--- src/rtl/axi_ar_arbiter_if.sv ---
// Read-address / read-data bundle between two AXI masters, the shared
// address channel toward the decoder, and the arbiter sitting in between.
// The "slave" modport is the arbiter's view (it serves the masters); the
// "master" modport is the view of whatever drives the masters and the
// downstream slave path around it.

`ifndef AXI_ADDR_BITS
`define AXI_ADDR_BITS 32
`endif

interface axi_ar_arbiter_if #(
    parameter int LEN_W = 4
);
    // Per-master read-address requests
    logic                      ARVALID_M0;
    logic                      ARVALID_M1;
    logic [`AXI_ADDR_BITS-1:0] ARADDR_M0;
    logic [`AXI_ADDR_BITS-1:0] ARADDR_M1;
    logic [LEN_W-1:0]          ARLEN_M0;
    logic [LEN_W-1:0]          ARLEN_M1;
    logic                      ARREADY_M0;
    logic                      ARREADY_M1;

    // Shared address channel toward the decoder
    logic                      ARVALID_S;
    logic [`AXI_ADDR_BITS-1:0] ARADDR_S;
    logic [LEN_W-1:0]          ARLEN_S;
    logic                      ARID_S;
    logic                      ARREADY_S;

    // Shared read-data handshake from the slave path
    logic                      RVALID_S;
    logic                      RLAST_S;
    logic                      RREADY_S;

    // Per-master read-data handshake
    logic                      RVALID_M0;
    logic                      RVALID_M1;
    logic                      RREADY_M0;
    logic                      RREADY_M1;

    // Status
    logic                      GRANT_M0;
    logic                      GRANT_M1;
    logic                      LEN_ERR;

    modport slave (
        input  ARVALID_M0, ARVALID_M1, ARADDR_M0, ARADDR_M1, ARLEN_M0, ARLEN_M1,
        output ARREADY_M0, ARREADY_M1,
        output ARVALID_S, ARADDR_S, ARLEN_S, ARID_S,
        input  ARREADY_S,
        input  RVALID_S, RLAST_S,
        output RREADY_S,
        output RVALID_M0, RVALID_M1,
        input  RREADY_M0, RREADY_M1,
        output GRANT_M0, GRANT_M1, LEN_ERR
    );

    modport master (
        output ARVALID_M0, ARVALID_M1, ARADDR_M0, ARADDR_M1, ARLEN_M0, ARLEN_M1,
        input  ARREADY_M0, ARREADY_M1,
        input  ARVALID_S, ARADDR_S, ARLEN_S, ARID_S,
        output ARREADY_S,
        output RVALID_S, RLAST_S,
        input  RREADY_S,
        input  RVALID_M0, RVALID_M1,
        output RREADY_M0, RREADY_M1,
        input  GRANT_M0, GRANT_M1, LEN_ERR
    );
endinterface

--- src/rtl/axi_ar_arbiter.sv ---
// Two-master AXI read arbiter with at most one burst in flight.
// IDLE registers a winner, ADDR forwards the winner's address request,
// DATA routes read beats back to the winner until RLAST. A beat counter
// compared against the accepted ARLEN raises a one-cycle LEN_ERR pulse on
// a length mismatch without changing the flow.
//
// Build option: define AR_ARB_ROUND_ROBIN_EN to alternate between masters
// when both request together; without it M0 always wins ties.
// LEN_W on this module must match LEN_W of the connected interface.

`ifndef AXI_ADDR_BITS
`define AXI_ADDR_BITS 32
`endif

module axi_ar_arbiter #(
    parameter int LEN_W = 4
) (
    input  logic            ACLK,
    input  logic            ARESETn,
    axi_ar_arbiter_if.slave bus
);

    localparam int AW = `AXI_ADDR_BITS;

    typedef enum logic [1:0] {
        ST_IDLE = 2'd0,
        ST_ADDR = 2'd1,
        ST_DATA = 2'd2
    } state_t;

    // State and registered burst context
    state_t           r_state;
    state_t           w_state_nxt;
    logic             r_win;        // 0 = M0 owns the channel, 1 = M1
    logic [LEN_W-1:0] r_len;        // ARLEN accepted for the current burst
    logic [LEN_W-1:0] r_cnt;        // beats seen so far in the current burst
    logic             r_len_err;
`ifdef AR_ARB_ROUND_ROBIN_EN
    logic             r_last;       // master that owned the previous burst
`endif

    // Combinational decode
    logic             w_req_any;
    logic             w_pick;
    logic             w_ar_hs;
    logic             w_beat;
    logic             w_last_beat;
    logic             w_arvalid;
    logic [AW-1:0]    w_araddr;
    logic [LEN_W-1:0] w_arlen;
    logic             w_arid;
    logic             w_arready_m0;
    logic             w_arready_m1;
    logic             w_rready_s;
    logic             w_rvalid_m0;
    logic             w_rvalid_m1;

    // Beat counter increment that sticks at all-ones instead of wrapping,
    // so an overlong burst cannot alias back onto a short ARLEN.
    function automatic logic [LEN_W-1:0] sat_inc(input logic [LEN_W-1:0] v);
        if (v == {LEN_W{1'b1}}) begin
            return v;
        end
        return v + LEN_W'(1);
    endfunction

    // A beat is wrong if RLAST comes early/late relative to the count of
    // beats already received, or if the expected final beat lacks RLAST.
    function automatic logic len_mismatch(input logic             last,
                                          input logic [LEN_W-1:0] cnt,
                                          input logic [LEN_W-1:0] len);
        return last ? (cnt != len) : (cnt == len);
    endfunction

    assign w_req_any = bus.ARVALID_M0 | bus.ARVALID_M1;

`ifdef AR_ARB_ROUND_ROBIN_EN
    // On a tie, serve the master that did not own the previous burst.
    assign w_pick = bus.ARVALID_M1 & (~bus.ARVALID_M0 | ~r_last);
`else
    // Fixed priority: M1 only wins when M0 is not asking.
    assign w_pick = ~bus.ARVALID_M0;
`endif

    // Next-state decode and per-state routing of both channels
    always_comb begin
        w_state_nxt  = r_state;
        w_arvalid    = 1'b0;
        w_araddr     = '0;
        w_arlen      = '0;
        w_arid       = 1'b0;
        w_arready_m0 = 1'b0;
        w_arready_m1 = 1'b0;
        w_rready_s   = 1'b0;
        w_rvalid_m0  = 1'b0;
        w_rvalid_m1  = 1'b0;
        w_ar_hs      = 1'b0;
        w_beat       = 1'b0;
        w_last_beat  = 1'b0;

        case (r_state)
            ST_IDLE: begin
                // Winner is captured this cycle; the address goes out next cycle.
                if (w_req_any) begin
                    w_state_nxt = ST_ADDR;
                end
            end

            ST_ADDR: begin
                w_arid = r_win;
                if (r_win) begin
                    w_arvalid    = bus.ARVALID_M1;
                    w_araddr     = bus.ARADDR_M1;
                    w_arlen      = bus.ARLEN_M1;
                    w_arready_m1 = bus.ARREADY_S;
                end else begin
                    w_arvalid    = bus.ARVALID_M0;
                    w_araddr     = bus.ARADDR_M0;
                    w_arlen      = bus.ARLEN_M0;
                    w_arready_m0 = bus.ARREADY_S;
                end
                w_ar_hs = w_arvalid & bus.ARREADY_S;
                if (w_ar_hs) begin
                    w_state_nxt = ST_DATA;
                end
            end

            ST_DATA: begin
                if (r_win) begin
                    w_rready_s  = bus.RREADY_M1;
                    w_rvalid_m1 = bus.RVALID_S;
                end else begin
                    w_rready_s  = bus.RREADY_M0;
                    w_rvalid_m0 = bus.RVALID_S;
                end
                w_beat      = bus.RVALID_S & w_rready_s;
                w_last_beat = w_beat & bus.RLAST_S;
                // Always drop back to IDLE so a waiting master is arbitrated
                // fresh rather than chained onto this burst.
                if (w_last_beat) begin
                    w_state_nxt = ST_IDLE;
                end
            end

            default: begin
                w_state_nxt = ST_IDLE;
            end
        endcase
    end

    // State register; reset abandons any burst in flight
    always_ff @(posedge ACLK or negedge ARESETn) begin
        if (!ARESETn) begin
            r_state <= ST_IDLE;
        end else begin
            r_state <= w_state_nxt;
        end
    end

    // Capture the arbitration winner while idle
    always_ff @(posedge ACLK or negedge ARESETn) begin
        if (!ARESETn) begin
            r_win <= 1'b0;
        end else if (r_state == ST_IDLE && w_req_any) begin
            r_win <= w_pick;
        end
    end

    // Latch burst length on address accept and count delivered beats
    always_ff @(posedge ACLK or negedge ARESETn) begin
        if (!ARESETn) begin
            r_len <= '0;
            r_cnt <= '0;
        end else if (w_ar_hs) begin
            r_len <= w_arlen;
            r_cnt <= '0;
        end else if (w_beat) begin
            r_cnt <= sat_inc(r_cnt);
        end
    end

    // One-cycle length error pulse, evaluated on every delivered beat
    always_ff @(posedge ACLK or negedge ARESETn) begin
        if (!ARESETn) begin
            r_len_err <= 1'b0;
        end else begin
            r_len_err <= w_beat & len_mismatch(bus.RLAST_S, r_cnt, r_len);
        end
    end

`ifdef AR_ARB_ROUND_ROBIN_EN
    // Remember who finished last; reset makes M0 the first preferred master
    always_ff @(posedge ACLK or negedge ARESETn) begin
        if (!ARESETn) begin
            r_last <= 1'b1;
        end else if (w_last_beat) begin
            r_last <= r_win;
        end
    end
`endif

    assign bus.ARVALID_S  = w_arvalid;
    assign bus.ARADDR_S   = w_araddr;
    assign bus.ARLEN_S    = w_arlen;
    assign bus.ARID_S     = w_arid;
    assign bus.ARREADY_M0 = w_arready_m0;
    assign bus.ARREADY_M1 = w_arready_m1;
    assign bus.RREADY_S   = w_rready_s;
    assign bus.RVALID_M0  = w_rvalid_m0;
    assign bus.RVALID_M1  = w_rvalid_m1;
    assign bus.GRANT_M0   = (r_state != ST_IDLE) & ~r_win;
    assign bus.GRANT_M1   = (r_state != ST_IDLE) &  r_win;
    assign bus.LEN_ERR    = r_len_err;

endmodule

--- src/flat_wrapper.sv ---
// flat-port wrapper written by rule: the top's interface ports become plain ports
module axi_ar_arbiter_flat 
#(
    parameter int LEN_W = 4
)
  (ACLK, ARESETn, bus_ARVALID_M0, bus_ARVALID_M1, bus_ARADDR_M0, bus_ARADDR_M1, bus_ARLEN_M0, bus_ARLEN_M1, bus_ARREADY_M0, bus_ARREADY_M1, bus_ARVALID_S, bus_ARADDR_S, bus_ARLEN_S, bus_ARID_S, bus_ARREADY_S, bus_RVALID_S, bus_RLAST_S, bus_RREADY_S, bus_RVALID_M0, bus_RVALID_M1, bus_RREADY_M0, bus_RREADY_M1, bus_GRANT_M0, bus_GRANT_M1, bus_LEN_ERR);
  axi_ar_arbiter_if #(.LEN_W(LEN_W)) bus_i ();
  input  logic ACLK;
  input  logic ARESETn;
  input wire logic [$bits(bus_i.ARVALID_M0)-1:0] bus_ARVALID_M0;
  input wire logic [$bits(bus_i.ARVALID_M1)-1:0] bus_ARVALID_M1;
  input wire logic [$bits(bus_i.ARADDR_M0)-1:0] bus_ARADDR_M0;
  input wire logic [$bits(bus_i.ARADDR_M1)-1:0] bus_ARADDR_M1;
  input wire logic [$bits(bus_i.ARLEN_M0)-1:0] bus_ARLEN_M0;
  input wire logic [$bits(bus_i.ARLEN_M1)-1:0] bus_ARLEN_M1;
  output wire logic [$bits(bus_i.ARREADY_M0)-1:0] bus_ARREADY_M0;
  output wire logic [$bits(bus_i.ARREADY_M1)-1:0] bus_ARREADY_M1;
  output wire logic [$bits(bus_i.ARVALID_S)-1:0] bus_ARVALID_S;
  output wire logic [$bits(bus_i.ARADDR_S)-1:0] bus_ARADDR_S;
  output wire logic [$bits(bus_i.ARLEN_S)-1:0] bus_ARLEN_S;
  output wire logic [$bits(bus_i.ARID_S)-1:0] bus_ARID_S;
  input wire logic [$bits(bus_i.ARREADY_S)-1:0] bus_ARREADY_S;
  input wire logic [$bits(bus_i.RVALID_S)-1:0] bus_RVALID_S;
  input wire logic [$bits(bus_i.RLAST_S)-1:0] bus_RLAST_S;
  output wire logic [$bits(bus_i.RREADY_S)-1:0] bus_RREADY_S;
  output wire logic [$bits(bus_i.RVALID_M0)-1:0] bus_RVALID_M0;
  output wire logic [$bits(bus_i.RVALID_M1)-1:0] bus_RVALID_M1;
  input wire logic [$bits(bus_i.RREADY_M0)-1:0] bus_RREADY_M0;
  input wire logic [$bits(bus_i.RREADY_M1)-1:0] bus_RREADY_M1;
  output wire logic [$bits(bus_i.GRANT_M0)-1:0] bus_GRANT_M0;
  output wire logic [$bits(bus_i.GRANT_M1)-1:0] bus_GRANT_M1;
  output wire logic [$bits(bus_i.LEN_ERR)-1:0] bus_LEN_ERR;
  assign bus_i.ARVALID_M0 = bus_ARVALID_M0;
  assign bus_i.ARVALID_M1 = bus_ARVALID_M1;
  assign bus_i.ARADDR_M0 = bus_ARADDR_M0;
  assign bus_i.ARADDR_M1 = bus_ARADDR_M1;
  assign bus_i.ARLEN_M0 = bus_ARLEN_M0;
  assign bus_i.ARLEN_M1 = bus_ARLEN_M1;
  assign bus_ARREADY_M0 = bus_i.ARREADY_M0;
  assign bus_ARREADY_M1 = bus_i.ARREADY_M1;
  assign bus_ARVALID_S = bus_i.ARVALID_S;
  assign bus_ARADDR_S = bus_i.ARADDR_S;
  assign bus_ARLEN_S = bus_i.ARLEN_S;
  assign bus_ARID_S = bus_i.ARID_S;
  assign bus_i.ARREADY_S = bus_ARREADY_S;
  assign bus_i.RVALID_S = bus_RVALID_S;
  assign bus_i.RLAST_S = bus_RLAST_S;
  assign bus_RREADY_S = bus_i.RREADY_S;
  assign bus_RVALID_M0 = bus_i.RVALID_M0;
  assign bus_RVALID_M1 = bus_i.RVALID_M1;
  assign bus_i.RREADY_M0 = bus_RREADY_M0;
  assign bus_i.RREADY_M1 = bus_RREADY_M1;
  assign bus_GRANT_M0 = bus_i.GRANT_M0;
  assign bus_GRANT_M1 = bus_i.GRANT_M1;
  assign bus_LEN_ERR = bus_i.LEN_ERR;
  axi_ar_arbiter #(.LEN_W(LEN_W)) u_core (.ACLK(ACLK), .ARESETn(ARESETn), .bus(bus_i));
endmodule
--- config.mk ---
export PLATFORM = sky130hd
export DESIGN_NAME = axi_ar_arbiter_flat
export DESIGN_NICKNAME = d
export VERILOG_FILES = /design/src/rtl/axi_ar_arbiter_if.sv /design/src/rtl/axi_ar_arbiter.sv /design/src/flat_wrapper.sv
export SDC_FILE = /design/constraint.sdc
export NUM_CORES = 1
export LEC_CHECK = 0
export CAP_MARGIN = 5
export CORE_MARGIN = 3
export CORE_UTILIZATION = 27
export DETAILED_ROUTE_END_ITERATION = 12
export PLACE_DENSITY = 0.76
export SLEW_MARGIN = 20
export SYNTH_ARGS = -nofsm -noshare
export SYNTH_HDL_FRONTEND = slang
export SYNTH_SLANG_ARGS = --single-unit
--- constraint.sdc ---
create_clock -name ACLK -period 1.2 [get_ports ACLK]
set_input_delay 0.3 -clock ACLK [delete_from_list [all_inputs] [get_ports ACLK]]
set_output_delay 0.3 -clock ACLK [all_outputs]
set_load 0.005 [all_outputs]
==> flow_metrics.py <==
metrics = {
    "sta": {
        "fin_skew_ns": 0.005987,
        "period_share_pct": 149.7,
        "finalCriticalPeriod_ns": 1.796,
        "timing.final.ws_setup_ns": -0.5965,
        "worst_pin_slew_ns": 0.4151,
        "setup_viol": 56,
        "max_freq_ghz": 0.5566,
        "hold_slack_ns": 0.3622,
        "rsz0062_at_grt": "true",
        "hold_viol": 0,
        "slew_violations": 0,
        "maxSlewHeadroom_pct": 72.07,
    },
    "power": {
        "irDropWorstVdd_mv": 1.024,
        "cellPowerDensity_nw_per_um2": 2108,
        "p_leak_nw": 1.553,
        "power_mw": 6.901,
    },
    "routing": {
        "drtAntennaViolNets": 0,
        "wirelength_mm": 5.877,
        "routedWlPerCell_um": 15.23,
        "viasPerCell": 4.731,
        "drtIter0Drc": 77,
        "first_pass_iters": 4,
        "vias": 1826,
        "drc": 0,
    },
    "setup_path": {
        "reg2reg_from": "u_core.r_win$_DFFE_PN0P_",
        "crit_top_cell": "buf_6",
        "path_max_fanout": 5,
        "cp-end-kind": "output pin",
        "rrSetupSlack_ns": -0.37,
        "critPathTopFamily": "flip-flops",
        "cp.required_ns": 0.90,
        "cpPeakStageDelay_ns": 0.46,
        "path_cells": "buf_6, buf_6, mux2_4, nor2b_4, buf_2",
        "cp-start-kind": "flip-flop",
        "worst_r2r_path_depth": 6,
        "worstSetupPathType": "flip-flop to output pin",
        "r2r-end": "u_core.r_cnt[2]$_DFFE_PN0P_",
        "slowest_stage": "dfrtp_2",
        "path_buf_inv": 3,
        "arrival_ns": 1.50,
    },
    "final_layout": {
        "syn2layout_area_growth_pct": 158.0,
        "num_antenna_cells": 0,
        "layout.nets": 417,
        "post-route-util_pct": 73.65,
        "final_layout_size_suffix_gt1_share_pct": 50.90,
    },
    "clock_tree": {
        "cts_buffers": 3,
        "clkLatencyLatePin_ns": 0.24,
        "clockBufferDepth": 2,
        "cts_tree": "done",
        "path_clk_slew_ns": 0.06,
        "ctsHoldBuffers": 0,
        "htreeDepth": 1,
        "cts_sinks": 12,
        "root_buffer": "clkbuf_8",
    },
    "yosys": {
        "syn_avg_cell_area_um2": 8.185,
        "synth_fa_ha_area_share_pct": 0.9862,
        "ys_top_cells_by_count": "43 x nor2_1, 39 x mux2i_1, 12 x dfrtp_1",
        "synth-simple-area-share_pct": 26.73,
        "ys.flop_type": "dfrtp_1",
        "synth_edf_count": 0,
        "synth_area_leaders": "mux2i_1 31%, dfrtp_1 24%, nor2_1 13%",
        "synth.area.mux_share_pct": 33.73,
        "yosysWarnings": 0,
        "synth_top_area_share_pct": 30.77,
        "synth_cell_type_count": 31,
        "synth_nets": 237,
        "async_flop_share_pct": 100.0,
        "yosys.area_share.xor_xnor_pct": 2.761,
        "mappedNetlistArea_um2": 1269,
        "synth.most_common_cell": "nor2_1",
        "synth_seq_cells": 12,
        "synth_top_cell_by_area": "mux2i_1",
        "ys_seq_area_share_pct": 23.67,
        "synth_top_family_by_area": "multiplexers",
        "synth_compound_area_share_pct": 7.298,
        "synth_cells": 155,
    },
    "floorplanning": {
        "chipWidth_um": 74.55,
        "core_um2": 4444,
        "die-area_um2": 5558,
        "start_util_pct": 28.55,
        "die_height_um": 74.55,
        "rows": 24,
        "io_pins": 127,
    },
    "min_path": {
        "hp-class": "input pin to async pin",
    },
    "outcome": {
        "outcome": "finished, violations left",
        "violations": "setup timing",
    },
    "global_route": {
        "grt_start_max_net_pins": 15,
        "grt_pass1_vias": 1911,
        "antenna_found_initial": 0,
        "grt_pass1_wl_mm": 8.983,
        "grt_util_all_layers_pct": 20.90,
        "grt_overflow": 0,
    },
    "place": {
        "post-place-ws_ns": -0.6766,
        "hpwl_mm": 4.117,
        "port_buffers": 126,
        "gp_congestion": 0.7484,
    },
    "flow_run": {
        "drv_cap": 0,
    },
}
-- power by group --
part           switching [mW]  internal [mW]
clock                   0.146          0.234
sequential              0.131          0.537
combinational            2.40           3.46
-- worst register-to-register path, cell delays in order, from the launching register on --
cell and delay [ns]:
dfrtp_2 0.46, buf_6 0.15, buf_6 0.11, mux2_4 0.29, buf_4 0.17, and4_4 0.17
nor3_2 0.13
-- metrics by stage --
stage | std cells | setup TNS (ns) | area [µm²]
CTS | 387 | -24.76 | 3226
global placement | 347 | -27.31 | 2845
floorplan | 155 | -0.8055 | 1399
detailed placement | 347 | -28.13 | 2845
finish | 386 | -24.55 | 3273
global route | 386 | -27.29 | 3273
-- repair_timing --
| item | 4_1_cts | 5_1_grt |
|---|---|---|
| buffers inserted | 32 | 8 |
| gates cloned | 4 | 0 |
| resized for setup | 222 | 38 |
| pin swaps | 10 | 9 |
| endpoints found under the setup margin | 57 | 56 |
-- cell type report --
| class | instances | area (µm²) |
|---|---|---|
| well taps | 52 | 65.06 |
| flip-flops and latches | 12 | 302.8 |
| multi-input cells | 131 | 1131 |
| inverters | 2 | 15.01 |
| clock buffers | 4 | 45.04 |
| repair buffers | 185 | 1714 |
| fillers | 336 | 1171 |
-- sequential cells by signal, indices dropped and copies added, names as in the netlist --
name,count
u_core.r_state,2
u_core.r_win,1
u_core.r_cnt,4
u_core.r_len,4
u_core.bus.LEN_ERR,1
-- layout by cell type (no fill, tap or decap), drive strengths merged --
cell,count
a21oi,2
a31oi,2
and2,2
and3,4
and3b,1
and4,1
buf,104
clkbuf,4
clkdlybuf4s50,80
dfrtp,12
dlygate4sd2,1
ha,1
inv,2
mux2,1
mux2i,40
nand2,1
nand2b,2
nand3,3
nand3b,2
nand4,1
nor2,43
nor2b,4
nor3,3
nor3b,1
nor4,1
o21ai,11
or2,1
xor2,4
-- per-layer routing --
layer	global-route usage (%)	routed length, µm	vias up
li1	-	-	902
met1	22.79	2199	844
met2	41.17	3261	76
met3	4.054	375	4
met4	4.348	40	0
met5	0	0	-
-- worst max-delay path by stage --
stage | from | end | slack, ns | cells after the start
detailed placement | bus_RVALID_S | bus_RVALID_M1 | -0.68 | 4
CTS | u_core.r_win$_DFFE_PN0P_ | bus_RREADY_S | -0.59 | 5
global route | u_core.r_win$_DFFE_PN0P_ | bus_ARADDR_S[27] | -0.63 | 6
finish | u_core.r_win$_DFFE_PN0P_ | bus_RREADY_S | -0.60 | 5
floorplan | u_core.r_win$_DFFE_PN0P_ | bus_RREADY_S | -0.05 | 3
global placement | bus_RVALID_S | bus_RVALID_M0 | -0.67 | 4
-- logic make-up (layout without fill, tap and decap cells) --
logic type | Yosys count | count (layout)
AO/OA/AOI/OAI | 15 | 15
multiplexers | 41 | 41
AND/OR/NAND/NOR | 70 | 70
buffers and inverters | 12 | 191
adder cells (fa/ha/maj) | 1 | 1
XOR/XNOR | 4 | 4
flip-flops | 12 | 12
No activity file was read; power rests on OpenSTA's default activity.
